<file path="config.mk">
export PLATFORM = sky130hd
export DESIGN_NAME = prio_event_encoder
export DESIGN_NICKNAME = d
export VERILOG_FILES = /design/src/rtl/prio_event_encoder.sv
export SDC_FILE = /design/constraint.sdc
export NUM_CORES = 1
export LEC_CHECK = 0
export ABC_AREA = 1
export BUFFER_PORTS_ARGS = -buffer_cell sky130_fd_sc_hd__buf_2
export CORE_MARGIN = 1.5
export CORE_UTILIZATION = 38
export CTS_BUF_LIST = sky130_fd_sc_hd__clkbuf_2
export CTS_CLUSTER_SIZE = 30
export DETAILED_ROUTE_END_ITERATION = 6
export PLACE_DENSITY = 0.66
export RECOVER_POWER = 25
export SETUP_SLACK_MARGIN = 0.1
export SLEW_MARGIN = 20
export SYNTH_ARGS = -nofsm -noshare
export SYNTH_HDL_FRONTEND = slang
export SYNTH_SLANG_ARGS = --single-unit
</file>
<file path="constraint.sdc">
create_clock -name clk -period 3.9 [get_ports clk]
set_input_delay 0.39 -clock clk [delete_from_list [all_inputs] [get_ports clk]]
set_output_delay 0.39 -clock clk [all_outputs]
set_load 0.005 [all_outputs]
</file>
<file path="src/rtl/prio_event_encoder.sv">
// prio_event_encoder: registered priority encoder with sticky event capture.
// One-cycle request pulses are latched into a pending vector. The index of the
// winning enabled pending source is issued over a valid/ready handshake, and
// that source is cleared from the pending vector when its index is loaded.
// Optional feature macro: PRIO_ROUND_ROBIN_EN (rotating priority with a
// pointer register). When it is undefined the priority is fixed, MSB first.
module prio_event_encoder #(
  parameter int WIDTH = 8
) (
  input  logic                     clk,
  input  logic                     rst,
  input  logic [WIDTH-1:0]         req_in,
  input  logic [WIDTH-1:0]         mask_in,
  input  logic                     flush,
  output logic                     out_valid,
  input  logic                     out_ready,
  output logic [$clog2(WIDTH)-1:0] out_idx,
  output logic [WIDTH-1:0]         pend_out,
  output logic                     overrun
);

  localparam int IDX_W = $clog2(WIDTH);

  logic [WIDTH-1:0] pend;
  logic [WIDTH-1:0] cand;
  logic [WIDTH-1:0] sel_onehot;
  logic [WIDTH-1:0] pend_next;
  logic [IDX_W-1:0] sel_idx;
  logic             found;
  logic             load;
  logic             issue;

  // The output slot may be refilled when it is empty or being accepted.
  assign load  = ~out_valid | out_ready;
  assign cand  = pend & mask_in;
  assign issue = load & found;

`ifdef PRIO_ROUND_ROBIN_EN
  logic [IDX_W-1:0] ptr;

  // Rotating search: start at ptr and move downward with wrap-around.
  always_comb begin
    // NOTE: every variable written here gets a default first, so no path
    // leaves it unassigned and no latch is inferred.
    sel_idx = '0;
    found   = 1'b0;
    for (int i = 0; i < WIDTH; i++) begin
      int               k;
      logic [IDX_W-1:0] kk;
      k  = (int'(ptr) >= i) ? int'(ptr) - i : int'(ptr) + WIDTH - i;
      kk = IDX_W'(k);
      if (!found && cand[kk]) begin
        sel_idx = kk;
        found   = 1'b1;
      end
    end
  end

  // Pointer moves just below the issued index; it changes only on an issue.
  always_ff @(posedge clk or posedge rst) begin
    if (rst) begin
      ptr <= IDX_W'(WIDTH - 1);
    end else if (flush) begin
      ptr <= IDX_W'(WIDTH - 1);
    end else if (issue) begin
      ptr <= (sel_idx == '0) ? IDX_W'(WIDTH - 1) : sel_idx - IDX_W'(1);
    end
  end
`else
  // Fixed priority: the highest set candidate index wins (later loop
  // iterations override earlier ones).
  always_comb begin
    sel_idx = '0;
    found   = 1'b0;
    for (int i = 0; i < WIDTH; i++) begin
      if (cand[i]) begin
        sel_idx = IDX_W'(i);
        found   = 1'b1;
      end
    end
  end
`endif

  // Clear only the bit actually issued; a same-cycle request re-sets it.
  always_comb begin
    sel_onehot = issue ? (WIDTH'(1) << sel_idx) : '0;
    pend_next  = (pend & ~sel_onehot) | req_in;
  end

  // Pending vector, output slot and overrun pulse.
  always_ff @(posedge clk or posedge rst) begin
    // NOTE: sequential state uses non-blocking assignments so every register
    // samples pre-edge values regardless of statement order.
    if (rst) begin
      pend      <= '0;
      out_valid <= 1'b0;
      out_idx   <= '0;
      overrun   <= 1'b0;
    end else if (flush) begin
      pend      <= '0;
      out_valid <= 1'b0;
      overrun   <= 1'b0;
    end else begin
      pend    <= pend_next;
      overrun <= |(req_in & pend & ~sel_onehot);
      if (load) begin
        out_valid <= found;
        if (found) out_idx <= sel_idx;
      end
    end
  end

  assign pend_out = pend;

endmodule
</file>
==> out/results.txt <==
Non-Filler Instances = 174
Vias per inst = 4.569
Register area share after synthesis = 41.40%
Area delta synth->final = 26.75%
Post-CTS sizing = 0
Critical Path Start Type = flip-flop
Syn. warnings = 0
Compound-Gate Fraction of Synth Area = 10.83%
Max Freq = 0.6612 GHz
Period minus WS final = 1512 ps
Mapped Nets = 132
Worst-Margin Slew = 520.4 ps
Relative slew slack = 65.27%
Critical path class = reg -> reg
Post-synthesis mux area share = 0%
Worst hold path type = in -> async
CTS sink cnt = 13
VDD IR max = 141.8 uV
# nets final = 168
Number of synthesized register bits = 13
Die X = 48.47 um
Pwr Density = 335.9 nW/um2
Share of cells above drive strength 1 = 33.33%
Syn Inst Count = 112
WL per Instance = 10.38 um
Count of pins over their slew limit = 0
Vias in the first global route = 718
Hold Vio Cnt, Final = 0
Rows = 16
Starting density of the core = 40.05%
Aggregate routed wire length = 1806 um
ANT nets after route = 0
RePlAce Congestion = 0.8043
Worst EP required = 4070 ps
DIE AREA = 2349 um2
Routed via count = 795
Layout filler cell count = 238
Ranking of synthesized cells by area = dfrtp_1 41%, nand2_1 17%, inv_1 7.2%, a21oi_1 6.4%, nor2_1 5.7%
Hold-fix buffers, CTS = 0
Largest net degree at the start of global routing = 14
Post-Synth Adder-Cell Area = 0%
Drt first pass iters = 4
GRT Total Usage = 16.45%
Status = finished clean
H-tree Lvls = 1
Drt initial violations = 7
Post-Synth Simple-Gate Area = 38.38%
CORE AREA = 1962 um2
Post-Synthesis Cell Area = 785.8 um2
Netlist cell types = 17
Initial antenna violation count = 0
# DRC = 0
CTS Buf Count = 3
Antenna diodes = 0
CTS root buf = clkbuf_2
Pwr Total = 334.5 uW
RSZ-0062 raised after global routing = no
CTS tree = built
Placed cells = 170
Lkg Pwr = 0.0006157 uW
Period Utilization, post-route = 38.78%
Synth Area in XOR/XNOR = 0%
Synth area leader = dfrtp_1
Setup repair bufs after CTS = 0
Most common cell after layout, fill and taps aside = nand2_1
Most frequent cells in the layout = 36 x nand2_1, 32 x buf_2, 15 x inv_1, 13 x dfrtp_1, 12 x nor2_1
First-pass GRT wire length = 3077 um
Worst-Skew Late Latency = 270 ps
Clk slew on worst S/H paths = 130 ps
DP HPWL = 1414 um
Largest family of logic cells by synthesized area = simple AND/OR/NAND/NOR gates
Port bufs = 32
Worst setup EP type = flip-flop
Die Height = 48.47 um
Setup-failing EPs final = 0
IO Count = 33
Syn Area/Cell = 7.016 um2
Grt ovf = 0
Bufs on Longest Clock Path = 2
Layout Skew = 4.195 ps
Maxcap violations = 0
Setup TNS = 0 ps
Critical path data arrival time = 1680 ps
Synth top area share = 41.40%
Crit-path max FO = 4
==> metrics by stage <==
stage	hold WS (ps)	util (%)	instance area [um2]	worst slack, ps
final	118.8	50.77	996.0	2388
after global placement	445.9	49.74	975.9	2324
after floorplan	267.0	-	785.8	2549
after detailed placement	451.0	49.74	975.9	2309
after global routing	148.4	50.77	996.0	2252
after CTS	130.9	50.77	996.0	2375
==> power breakdown <==
group / total [uW] / leakage (uW) / switching, uW / internal [uW]
Clock: 72.1 / 0.0000166 / 44.9 / 27.2
Combinational: 101 / 0.000437 / 58.4 / 42.4
Sequential: 162 / 0.000162 / 10.9 / 151
Total: 335 / 0.000616 / 114 / 220
==> kinds of logic (layout without fill, tap and decap cells) <==
family                 count (synthesis)  after routing
and+or+nand+nor                       66             66
DFF                                   13             13
buffers and inverters                 19             54
AOI/OAI and AO/OA                     14             14
==> critical path, cell delays in order, from the launching register on <==
cell	delay (ps)
dfrtp_1	440
nand2_2	110
nand2_2	90
nor2_4	140
nand3_1	110
inv_2	100
nand4_1	130
nand2_1	80
nand2_1	60
nor2_1	90
a21oi_1	70
==> final timing paths <==
path,start,cells after the start,end,slack (ps)
min,rst,2,pend_out[1],120
max reg2reg,pend_out[5],10,overrun,2390
max in group asynchronous,rst,2,out_valid,3430
min reg2reg,out_idx[0],2,out_idx[0],480
min in group clk,req_in[3],3,pend_out[3],330
max,pend_out[5],10,overrun,2390
==> cells in the mapped netlist <==
| cell type | number |
|---|---|
| dfrtp_1 | 13 |
| nor2_4 | 1 |
| inv_1 | 15 |
| nand2_2 | 5 |
| o21ai_1 | 2 |
| a31oi_1 | 1 |
| nor2_2 | 1 |
| a21oi_1 | 10 |
| nand4_1 | 4 |
| nand2_1 | 36 |
| nor2_1 | 12 |
| o21bai_4 | 1 |
| inv_4 | 1 |
| nand3_1 | 5 |
| clkbuf_1 | 1 |
| nand2_4 | 2 |
| inv_2 | 2 |
==> state kept, by name, indices dropped and copies added (netlist names) <==
signal / count
out_idx: 3
out_valid: 1
pend_out: 8
overrun: 1
==> layout make-up <==
class,count,area (um2),area share [%]
multi-input cells,80,386.6,38.82
flip-flops and latches,13,325.3,32.66
repair buffers,32,160.2,16.08
inverters,18,70.07,7.035
well taps,27,33.78,3.392
clock buffers,4,20.02,2.010
==> layer usage <==
metal | wire, um | share of wire (%) | track usage (%)
met1 | 842 | 47 | 21.15
met5 | 0 | 0 | 0
met3 | 99 | 5.5 | 2.160
met2 | 843 | 47 | 28.47
met4 | 20 | 1.1 | 5.714
Power figures use the tool's default switching activity.
